===== config.mk =====
export PLATFORM = sky130hd
export DESIGN_NAME = dmem_port_arbiter
export DESIGN_NICKNAME = d
export VERILOG_FILES = /design/src/rtl/dmem_port_arbiter.sv
export SDC_FILE = /design/constraint.sdc
export NUM_CORES = 1
export LEC_CHECK = 0
export CORE_ASPECT_RATIO = 1.4
export CORE_MARGIN = 10
export CORE_UTILIZATION = 29
export CTS_CLUSTER_DIAMETER = 80
export DETAILED_ROUTE_END_ITERATION = 12
export MAX_ROUTING_LAYER = met4
export PLACE_DENSITY = 0.72
export SLEW_MARGIN = 20
export SYNTH_ARGS = -nofsm -noshare
export SYNTH_HDL_FRONTEND = slang
export SYNTH_SLANG_ARGS = --single-unit

===== constraint.sdc =====
create_clock -name clk -period 3.1 [get_ports clk]
set_input_delay 0.62 -clock clk [delete_from_list [all_inputs] [get_ports clk]]
set_output_delay 0.62 -clock clk [all_outputs]
set_load 0.005 [all_outputs]

===== src/rtl/dmem_port_arbiter.sv =====
// Data-memory port arbiter: CPU load/store (fixed priority) vs. read-only LCD engine,
// with a starvation guard for the LCD and an owner-tag pipe that routes read data back.
module dmem_port_arbiter #(
    parameter int ADDR_WIDTH = 32,
    parameter int DATA_WIDTH = 32,
    parameter int RD_LATENCY = 1,
    parameter int MAX_WAIT   = 8
) (
    input  logic                  clk,
    input  logic                  rst,
    input  logic                  cpu_rd_en,
    input  logic                  cpu_wr_en,
    input  logic [ADDR_WIDTH-1:0] cpu_addr,
    input  logic [DATA_WIDTH-1:0] cpu_wdata,
    output logic                  cpu_stall,
    output logic [DATA_WIDTH-1:0] cpu_rdata,
    output logic                  cpu_rvalid,
    input  logic                  lcd_rd_req,
    input  logic [ADDR_WIDTH-1:0] lcd_addr,
    output logic [DATA_WIDTH-1:0] lcd_rdata,
    output logic                  lcd_rvalid,
    output logic [ADDR_WIDTH-1:0] mem_addr,
    output logic [DATA_WIDTH-1:0] mem_wdata,
    output logic                  mem_rd_en,
    output logic                  mem_wr_en,
    input  logic [DATA_WIDTH-1:0] mem_rdata,
    output logic                  err_out
);

    localparam int CNT_W = $clog2(MAX_WAIT + 1);
    localparam logic [CNT_W-1:0] WAIT_MAX = CNT_W'(MAX_WAIT);

    typedef enum logic [1:0] {
        IDLE     = 2'd0,
        LCD_PEND = 2'd1,
        LCD_INFL = 2'd2
    } state_t;

    typedef enum logic {
        OWN_CPU = 1'b0,
        OWN_LCD = 1'b1
    } owner_t;

    typedef struct packed {
        logic   valid;
        owner_t owner;
    } tag_t;

    state_t                state_q, state_d;
    logic [CNT_W-1:0]      wait_cnt_q, wait_cnt_d;
    tag_t                  tag_q [RD_LATENCY];
    tag_t                  tag_d [RD_LATENCY];
    logic                  err_q, err_d;
    logic [DATA_WIDTH-1:0] cpu_rdata_q, cpu_rdata_d;
    logic [DATA_WIDTH-1:0] lcd_rdata_q, lcd_rdata_d;

    logic cpu_req;
    logic lcd_pend;
    logic force_lcd;
    logic cpu_win;
    logic lcd_win;
    tag_t tag_out;

    // Grant and memory-port muxing; the CPU path adds no register stage.
    always_comb begin
        cpu_req   = cpu_rd_en | cpu_wr_en;
        lcd_pend  = lcd_rd_req && ((state_q == IDLE) || (state_q == LCD_PEND));
        force_lcd = lcd_pend && cpu_req && (wait_cnt_q == WAIT_MAX);
        cpu_win   = cpu_req && !force_lcd;
        lcd_win   = lcd_pend && !cpu_win;

        cpu_stall = force_lcd;
        mem_addr  = lcd_win ? lcd_addr : cpu_addr;
        mem_wdata = cpu_wdata;
        mem_wr_en = cpu_win && cpu_wr_en;
        // A simultaneous read+write from the CPU issues only the write.
        mem_rd_en = lcd_win || (cpu_win && cpu_rd_en && !cpu_wr_en);
    end

    // Read return: the oldest tag lines up with mem_rdata, data is passed through
    // on the pulse and captured so the output holds between pulses.
    always_comb begin
        tag_out     = tag_q[RD_LATENCY-1];
        cpu_rvalid  = tag_out.valid && (tag_out.owner == OWN_CPU);
        lcd_rvalid  = tag_out.valid && (tag_out.owner == OWN_LCD);
        cpu_rdata   = cpu_rvalid ? mem_rdata : cpu_rdata_q;
        lcd_rdata   = lcd_rvalid ? mem_rdata : lcd_rdata_q;
        cpu_rdata_d = cpu_rdata;
        lcd_rdata_d = lcd_rdata;
        err_d       = err_q | (cpu_rd_en & cpu_wr_en);
        err_out     = err_q;

        tag_d[0] = tag_t'{valid: mem_rd_en, owner: (lcd_win ? OWN_LCD : OWN_CPU)};
        for (int i = 1; i < RD_LATENCY; i++) begin
            tag_d[i] = tag_q[i-1];
        end
    end

    // LCD request tracking and starvation counter.
    always_comb begin
        // NOTE: every combinational output gets a default first so no path infers a latch.
        state_d    = state_q;
        wait_cnt_d = wait_cnt_q;

        unique case (state_q)
            IDLE: begin
                if (lcd_win) begin
                    state_d = LCD_INFL;
                end else if (lcd_rd_req) begin
                    state_d = LCD_PEND;
                end
            end
            LCD_PEND: begin
                if (!lcd_rd_req) begin
                    state_d = IDLE;
                end else if (lcd_win) begin
                    state_d = LCD_INFL;
                end
            end
            LCD_INFL: begin
                if (lcd_rvalid) begin
                    state_d = IDLE;
                end
            end
            default: state_d = IDLE;
        endcase

        if (lcd_win || !lcd_pend) begin
            wait_cnt_d = '0;
        end else if (wait_cnt_q != WAIT_MAX) begin
            wait_cnt_d = wait_cnt_q + 1'b1;
        end
    end

    // NOTE: state uses non-blocking assignments; the tag pipe is a few flops, so it is
    // reset explicitly to drop reads that were in flight when reset hit.
    always_ff @(posedge clk or posedge rst) begin
        if (rst) begin
            state_q     <= IDLE;
            wait_cnt_q  <= '0;
            err_q       <= 1'b0;
            cpu_rdata_q <= '0;
            lcd_rdata_q <= '0;
            for (int i = 0; i < RD_LATENCY; i++) begin
                tag_q[i] <= '0;
            end
        end else begin
            state_q     <= state_d;
            wait_cnt_q  <= wait_cnt_d;
            err_q       <= err_d;
            cpu_rdata_q <= cpu_rdata_d;
            lcd_rdata_q <= lcd_rdata_d;
            for (int i = 0; i < RD_LATENCY; i++) begin
                tag_q[i] <= tag_d[i];
            end
        end
    end

endmodule


==> results of run 1 <==
[cell usage after synthesis, drive strengths merged]
master / instances
buf: 41
o21ai: 2
nand2b: 1
nand3b: 2
clkbuf: 1
nand3: 2
nand2: 3
xnor2: 1
mux2: 96
xor2: 1
or2: 1
inv: 7
a21o: 1
dfrtp: 73
and3b: 1
and2b: 1
nor2: 6
and2: 2
ha: 2
[state kept, by name (all words and copies together), names as in the netlist]
register and flops:
tag_out 2, cpu_rdata_q 32, lcd_rdata_q 32, err_out 1
wait_cnt_q 4, state_q 2
[layout make-up]
class | instances | area share
clock inverters | 4 | 0.01303
repair buffers | 216 | 0.3822
multi-input cells | 122 | 0.2146
clock buffers | 11 | 0.04313
inverters | 7 | 0.004484
well taps | 144 | 0.03075
flip-flops and latches | 73 | 0.3118
[how the worst max path moves through the flow]
stage                     end  depth (start not counted)
2_1_floorplan  cpu_rdata_q[0]                          1
3_3_place_gp     mem_addr[18]                          6
3_5_place_dp     mem_addr[18]                          6
4_1_cts          mem_addr[18]                          6
5_1_grt          mem_addr[29]                          6
6_report         mem_addr[29]                          6
[metrics by stage]
step	hold slack [ps]	util	worst slack (ps)	cells	cell area, um^2
after floorplan	451.0	-	626.7	244	3410
after global placement	441.5	0.4754	29.11	559	5418
after detailed placement	446.4	0.4754	16.74	559	5418
after CTS	459.1	0.5043	3.077	574	5747
after global routing	502.4	0.5142	-59.08	577	5859
final	459.5	0.5142	6.328	577	5859
[power breakdown]
part | switching, W | internal, W
Sequential | 0.0000670 | 0.00123
Combinational | 0.000446 | 0.000886
Clock | 0.000376 | 0.000745
[layer usage]
layer	routed length [um]	vias to the layer above	share of wire
li1	-	1170	-
met1	4235	1231	0.32
met2	6526	163	0.50
met3	1990	31	0.15
met5	0	-	0
met4	380	0	0.029
[cells by family after synthesis]
family / synth area share
xor gates and xnor gates: 0.005139
DFF: 0.5358
muxes: 0.3171
adders and majority gates: 0.007338
AOI/OAI and AO/OA: 0.008441
buffers and inverters: 0.09688
and+or+nand+nor: 0.02936
[critical path: cells and delay by family]
kind / cells / cell delay, ps
mux: 1 / 380
simple gates: 1 / 70
buf+inv: 3 / 1150
compound gates: 1 / 240
[what timing repair did]
action,in CTS,in global routing
hold buffers,0,0
setup endpoints to repair,0,32
resized for setup,0,29
setup buffers,0,2
==> impl_metrics.yaml, run 1 <==
yosys:
  synthesis.nets: 379
  synth.yosys.seq_area_share: 0.5358
  synthesis.yosys.warnings: 0
  syn_area_per_cell_um2: 13.97
  synthDominantAreaCellType: "dfrtp_1"
  netlist.area_leader.share: 0.5358
  synth.area.top_cells: "dfrtp_1 (54%), mux2_2 (31%), buf_4 (7.3%)"
  synthesis.area_mm2: 0.003410
  number_of_instances_in_the_synthesized_netlist: 244
  ys_seq_elements: 73
  synth.distinct_cells: 23
floorplanning:
  rows: 46
  top_level_ports: 267
  floorplan.die.width_um: 111.6
  initial_utilization: 0.2992
  design.die.area_mm2: 0.01656
  die_h_um: 148.3
  coreArea_mm2: 0.01140
worst_setup_path:
  cp-start-kind: "input pin"
  r2r.worst_path.cells: 7
  timing.critical_path.from: "cpu_rd_en"
  cp_arrival_ps: 2470
  critical_path_required_ps: 2480
  r2r_end: "tag_out[0]"
  worstPathCellList: "clkdlybuf4s50_1 -> nor2_2 -> o21ai_4 -> buf_4 -> mux2_2 -> clkdlybuf4s50_1"
  setup.worst_path.end_class: "output pin"
  worst_path_max_delay_cell: "clkdlybuf4s50_1"
  worst-r2r-setup-slack_ps: 1560
  kind_of_critical_path: "in -> out"
  r2r_start: "wait_cnt_q[0]"
  timing.critical_path.fanout_max: 3
  crit_path_max_incr_delay_ps: 490
  path_common_cell: "clkdlybuf4s50_1"
grt:
  track_usage: 0.1590
  vias_in_the_first_global_route: 3085
  global_route.usage.met3: 0.1083
  use_met1: 0.1419
  grt_first_pass_wirelength_um: 19280
  initial_antenna_violation_count: 0
  busiest_layer: "met2"
  grt_max_degree: 33
  globalRouteOverflowTotal: 0
  global_route.usage.met2: 0.2579
sta:
  tns_ps: 0
  slew_viol_final: 0
  final_min_period_over_clock_period: 0.9980
  fin_worst_skew_ps: 6.255
  max_clock_freq_mhz: 323.2
  tightest_slew_ps: 584.6
  hold_viol: 0
  unrepaired_setup_endpoints_after_global_routing: "yes"
  slew_headroom: 0.6097
  period_minus_slack_ps: 3094
  setup_viol_count_final: 0
min_path:
  worst_hold_startpoint: "err_out"
  worst_hold_path.num_cells: 1
  hp-class: "reg -> reg"
  worst_hold_path.endpoint: "err_out"
detailed_routing:
  detail_route.vias_per_cell: 4.497
  detail_route.wirelength_um: 13130
  detailedRoute.firstIterationViolations: 37
  drt_drc_violations_left: 0
  drt_first_pass_iters: 3
  drt-wirelength-per-cell_um: 22.76
  vias: 2595
  drtAntennaViolNets: 0
power:
  p_leak_nw: 2.666
  p_total_w: 0.003750
  power.density_mw_per_mm2: 640.0
  vdd.ir_drop.worst_uv: 244.3
status:
  status: "complete, no violations"
job:
  maxCapViolCount: 0
clock_tree:
  clk_latency_ps: 320
  tritoncts: "done"
  cts_htree_levels: 3
  clock-root-buffer: "clkbuf_16"
  clk_transition_reported_paths_ps: 50
  ctsLongestPathBuffers: 2
  clock_sink_count: 73
  cts-buffers-inserted: 9
final_layout:
  multiInputGateArea_mm2: 0.001257
  most-common-layout-cells: "clkdlybuf4s50_1 (174), mux2_2 (94), dfrtp_1 (73)"
  layout.area.seq_mm2: 0.001827
  final_common_cell: "clkdlybuf4s50_1"
  final_nets: 564
  area_delta_synth_final_pct: 71.85
  antennaDiodeCount: 0
  final_layout_size_suffix_gt1_frac: 0.2956
  num-fill-cells: 997
place:
  placement.io_buffers: 202
  dp_hpwl_um: 10900
  globalplace.congestion: 0.7750
Power figures use the tool's default switching activity.
==> run 2: changes to the inputs <==
--- a/config.mk
+++ b/config.mk
@@ -11,7 +11,7 @@
 export CTS_CLUSTER_DIAMETER = 80
 export DETAILED_ROUTE_END_ITERATION = 12
 export MAX_ROUTING_LAYER = met4
-export PLACE_DENSITY = 0.72
+export PLACE_DENSITY = 0.76
 export SLEW_MARGIN = 20
 export SYNTH_ARGS = -nofsm -noshare
 export SYNTH_HDL_FRONTEND = slang
==> run 2 against run 1 <==
Net effect: worst hold slack improved by 3.5 ps; clock-buffer cell count unchanged; utilization decreased by 0.69 points; final area decreased by 1.3%; worst setup slack improved by 47 ps; routed wire length decreased by 4.2%; power decreased by 4.4%; critical path depth increased by 1; maximum frequency increased by 1.5%; die area unchanged; via count increased by 1.4%.
==> impl_metrics.yaml, run 2 (synthesis results as in run 1) <==
clock_tree:
  clk_transition_reported_paths_ps: 50
  ctsLongestPathBuffers: 2
  tritoncts: "done"
  cts-buffers-inserted: 9
  clk_latency_ps: 330
  cts_htree_levels: 3
  clock-root-buffer: "clkbuf_16"
  clock_sink_count: 73
detailed_routing:
  detailedRoute.firstIterationViolations: 55
  detail_route.wirelength_um: 12580
  drtAntennaViolNets: 0
  drt_first_pass_iters: 2
  drt-wirelength-per-cell_um: 21.83
  detail_route.vias_per_cell: 4.568
  drt_drc_violations_left: 0
  vias: 2631
power:
  pwr-share-comb: 0.375
  power.density_mw_per_mm2: 620.1
  p_int_w: 0.002703
  vdd.ir_drop.worst_uv: 275.3
  p_leak_nw: 2.518
  power.clock.fraction: 0.264
  switching_share: 0.2460
  net-switching-power_w: 0.0008817
  share_seq_of_total_power: 0.361
floorplanning:
  top_level_ports: 267
  die_h_um: 148.3
  design.die.area_mm2: 0.01656
  initial_utilization: 0.2992
  coreArea_mm2: 0.01140
  rows: 46
  floorplan.die.width_um: 111.6
sta:
  tns_ps: 0
  tightest_slew_ps: 565.4
  slew_viol_final: 0
  hold_viol: 0
  setup_viol_count_final: 0
  fin_worst_skew_ps: 6.929
  max_clock_freq_mhz: 328.2
  period_minus_slack_ps: 3047
  unrepaired_setup_endpoints_after_global_routing: "yes"
  final_min_period_over_clock_period: 0.9829
  slew_headroom: 0.6225
grt:
  grt_first_pass_wirelength_um: 18660
  initial_antenna_violation_count: 0
  track_usage: 0.1535
  grt_max_degree: 30
  vias_in_the_first_global_route: 3138
  globalRouteOverflowTotal: 0
worst_setup_path:
  r2r_start: "wait_cnt_q[1]"
  kind_of_critical_path: "reg -> out"
  worstPathCellList: "inv_1 -> ha_1 -> and3b_1 -> o21ai_4 -> bufbuf_16 -> mux2_2 -> clkdlybuf4s50_1"
  timing.critical_path.max_delay_family: "buffers and inverters"
  cp-start-kind: "flip-flop"
  crit_path_max_incr_delay_ps: 460
  critical_path.n_buffers_inverters: 3
  cp_arrival_ps: 2430
  worst_path_max_delay_cell: "clkdlybuf4s50_1"
  r2r.worst_path.cells: 6
  setup.worst_path.end_class: "output pin"
  timing.critical_path.fanout_max: 10
  critical_path_required_ps: 2480
  worst-r2r-setup-slack_ps: 1620
  r2r_end: "state_q[1]"
final_layout:
  multiInputGateArea_mm2: 0.001255
  most-common-layout-cells: "clkdlybuf4s50_1 (186), mux2_2 (94), dfrtp_1 (73)"
  finish.utilization: 0.5072
  layout.area.seq_mm2: 0.001827
  final_layout_size_suffix_gt1_frac: 0.2917
  final_nets: 563
  final_common_cell: "clkdlybuf4s50_1"
  antennaDiodeCount: 0
  final_cell_count_no_fill: 576
  num-fill-cells: 1009
  area_delta_synth_final_pct: 69.54
  registers_with_the_highest_flip_flop_counts: "cpu_rdata_q (32), lcd_rdata_q (32), wait_cnt_q (4)"
min_path:
  worst_hold_path.num_cells: 1
  worst_hold_startpoint: "err_out"
  hp-class: "reg -> reg"
  worst_hold_path.endpoint: "err_out"
status:
  status: "complete, no violations"
job:
  maxCapViolCount: 0
place:
  placement.io_buffers: 202
  dp.cells: 557
  dp_hpwl_um: 10600
  globalplace.congestion: 0.7463
## run 2: repair_timing
item | CTS | global route
endpoints found under the hold margin | 0 | 0
endpoints found under the setup margin | 17 | 31
resized for setup | 4 | 13
hold buffers | 0 | 0
setup buffers | 3 | 1
cloned | 1 | 0
## run 2: worst max-delay path by stage
stage / slack, ps / cells after the start / start / to
after floorplan: 630 / 1 / rst / cpu_rdata_q[0]
after global placement: 6 / 6 / cpu_wr_en / mem_addr[21]
after detailed placement: -20 / 6 / cpu_wr_en / mem_addr[9]
after CTS: 2 / 8 / wait_cnt_q[1] / mem_addr[15]
after global routing: -40 / 7 / wait_cnt_q[0] / mem_addr[29]
final: 50 / 7 / wait_cnt_q[1] / mem_addr[23]
## run 2: power by group through the flow
| stage | combinational [W] | clock [W] | sequential [W] |
|---|---|---|---|
| after floorplan | 0.000504 | 0 | 0.00129 |
| after global placement | 0.00133 | 0 | 0.00130 |
| after detailed placement | 0.00136 | 0 | 0.00132 |
| after CTS | 0.00139 | 0.000991 | 0.00130 |
| after global routing | 0.00144 | 0.00102 | 0.00132 |
| final | 0.00134 | 0.000947 | 0.00129 |
## run 2: layout make-up
| class | count | area share |
|---|---|---|
| Clock inverter | 4 | 0.004978 |
| Timing Repair Buffer | 215 | 0.3825 |
| Sequential cell | 73 | 0.3160 |
| Inverter | 7 | 0.004545 |
| Tap cell | 144 | 0.03117 |
| Multi-Input combinational cell | 122 | 0.2171 |
| Clock buffer | 11 | 0.04372 |
## run 2: worst reg2reg max path, delay by kind of cell (launching register included)
kind                       cells  cell delay (ps)
AOI/OAI and AO/OA              1              180
DFF                            1              360
buffers and inverters          2              360
and+or+nand+nor                2              270
adders and majority gates      1              200
## run 2: layer usage
layer	part of all wire	GRT usage	up-vias
li1	-	-	1169
met1	0.31	0.1311	1254
met2	0.53	0.2690	187
met3	0.13	0.08655	21
met4	0.026	0.06508	0
met5	0	-	-
## run 2: metrics by stage
| stage | power [W] | area [um^2] | hold slack, ps | setup WS, ps |
|---|---|---|---|---|
| finish | 0.003585 | 5781 | 463.0 | 53.15 |
| global route | 0.003789 | 5781 | 481.4 | -40.05 |
| CTS | 0.003675 | 5752 | 465.0 | 2.488 |
| detailed placement | 0.002681 | 5415 | 455.5 | -20.21 |
| global placement | 0.002631 | 5415 | 442.1 | 6.318 |
| floorplan | 0.001791 | 3410 | 451.0 | 626.7 |
==> RTL edit: new RTL, settings of run 1 <==
The 3 states of `state_t` get a one-hot encoding in 3 bits.
--- a/src/rtl/dmem_port_arbiter.sv
+++ b/src/rtl/dmem_port_arbiter.sv
@@ -30,10 +30,10 @@
     localparam int CNT_W = $clog2(MAX_WAIT + 1);
     localparam logic [CNT_W-1:0] WAIT_MAX = CNT_W'(MAX_WAIT);
 
-    typedef enum logic [1:0] {
-        IDLE     = 2'd0,
-        LCD_PEND = 2'd1,
-        LCD_INFL = 2'd2
+    typedef enum logic [2:0] {
+        IDLE     = 3'b001,
+        LCD_PEND = 3'b010,
+        LCD_INFL = 3'b100
     } state_t;
 
     typedef enum logic {
Function: no difference found for any inputs over 10 cycles, from zero or initial values and one cycle with rst high; not proved beyond that.
==> RTL edit against run 1 <==
  * Cell count up 3.3%
  * Synthesized area is 5.5% higher
  * Final area is 2.9% higher
  * Maximum frequency grew 0.74%
  * Worst setup slack better by 0.023 ns
  * Sequential cell count rose by 1
  * Highest routed layer unchanged
  * Critical path depth increased by 4
  * Routed wire length shrank 11%
Power is not compared: it rests on default switching activity, and its combinational part moved more than twofold at a synthesized area within 25%.
==> RTL edit: results (changes against run 1) <==
* Ratio of cells with drive above 1 in the final layout at 0.321 (+0.0250)
* Post-synthesis compound-gate area fraction at 0.0122 (+0.00374)
* Vias after detailed routing at 2617 (+0.85%)
* First-pass GRT wire length at 16900 um (-12%)
* Seq area share at 0.307 (-0.00450)
* Pre-CTS setup slack at -0.0801 ns (-0.0968 ns)
* Multi-input gate share of total cell area at 0.230 (+0.0151)
* Drt first pass iters at 4 (+1)
* Clock-cell share of area at 0.0481 (-0.00803)
* Synth Area in XOR/XNOR at 0.00731 (+0.00217)
* DP Wirelength at 9350 um (-14%)
* Status: complete, no violations
* Least-Margin Pin Slew at 0.681 ns (+0.0966 ns)
* Vias in the first global route at 2907 (-5.8%)
* Hold crit path type: reg2reg
* Nets@finish at 576 (+2.1%)
* Syn nets at 384 (+1.3%)
* Multiplexer area fraction after synthesis at 0.330 (+0.0128)
* Final GP Congestion at 0.778 (+0.43%)
* Critical path's top delay family: buffers and inverters
* Sw Ratio at 0.229
* Filler Cell Count at 1100 (+10%)
* DR iter-0 viols at 75 (+100%)
* Root buf cell: clkbuf_16
* Repair and plain buffers at 224 (+3.7%)
* Synth area leaders: dfrtp_1 51%, mux2_2 21%, mux2_4 12%, buf_4 6.7%, buf_12 1.7%
* Synth top cells by count: 73 x dfrtp_1, 68 x mux2_2, 32 x buf_4, 28 x mux2_4, 7 x inv_1
* Max incr delay on CP at 0.45 ns (-0.04 ns)
* Placed instance area at 0.00558 mm2 (+3.0%)
* Final clock skew at 0.00597 ns (-0.000285 ns)
* Worst Path Arrival at 2.45 ns (-0.02 ns)
* Seq/Total Area, Yosys at 0.515 (-0.0205)
* Unique masters post-synth at 30 (+30%)
* FF+latch count at 74 (+1.4%)
* Layout non-clock buf frac at 0.379 (-0.00277)
* WL/cell at 19.7 um (-14%)
* Synth Area in Adders at 0.00696 (-0.000381)
==> RTL edit: power by group through the flow <==
stage	logic (W)	clock network [W]	registers, W
finish	0.000549	0.000995	0.00107
floorplan	0.000206	0	0.00108
detailed placement	0.000569	0	0.00109
CTS	0.000567	0.00103	0.00107
global placement	0.000559	0	0.00108
global route	0.000590	0.00107	0.00107
==> RTL edit: cells by family (layout without fill, tap and decap cells) <==
logic type      count (synthesis)  count (layout)
mux                            96              96
flops                          74              74
buf+inv                        50             247
simple gates                   17              17
compound gates                  7               7
xor+xnor                        3               3
fa+ha+maj                       2               2
==> RTL edit: path summary, 6_finish.rpt <==
path	start	endpoint	slack (ns)	depth (start not counted)
min in group asynchronous	rst	lcd_rdata_q[14]	0.73	2
worst min register to register	err_out	err_out	0.48	1
max in group asynchronous	rst	lcd_rdata_q[23]	1.68	3
worst min-delay path	err_out	err_out	0.48	1
worst max-delay path	lcd_rd_req	mem_addr[14]	0.03	10
worst max register to register	state_q[0]	wait_cnt_q[1]	1.52	6
==> RTL edit: per-stage QoR <==
step           total power, W  hold WS, ns  utilization  cells
2_1_floorplan         0.00128        0.450            -    249
3_3_place_gp          0.00164        0.442        0.456    568
3_5_place_dp          0.00166        0.475        0.456    568
4_1_cts               0.00267        0.484        0.482    586
5_1_grt               0.00274        0.507        0.492    596
6_report              0.00261        0.479        0.492    596
==> RTL edit: layer usage <==
metal | global-route usage | wire length, um
met1 | 0.130 | 4130
met2 | 0.234 | 6630
met3 | 0.0398 | 718
met4 | 0.0490 | 255
met5 | - | 0
==> RTL edit: timing repair <==
item,CTS,global route
setup endpoints to repair,33,21
cloned,1,1
buffers inserted,1,9
resized for setup,15,23
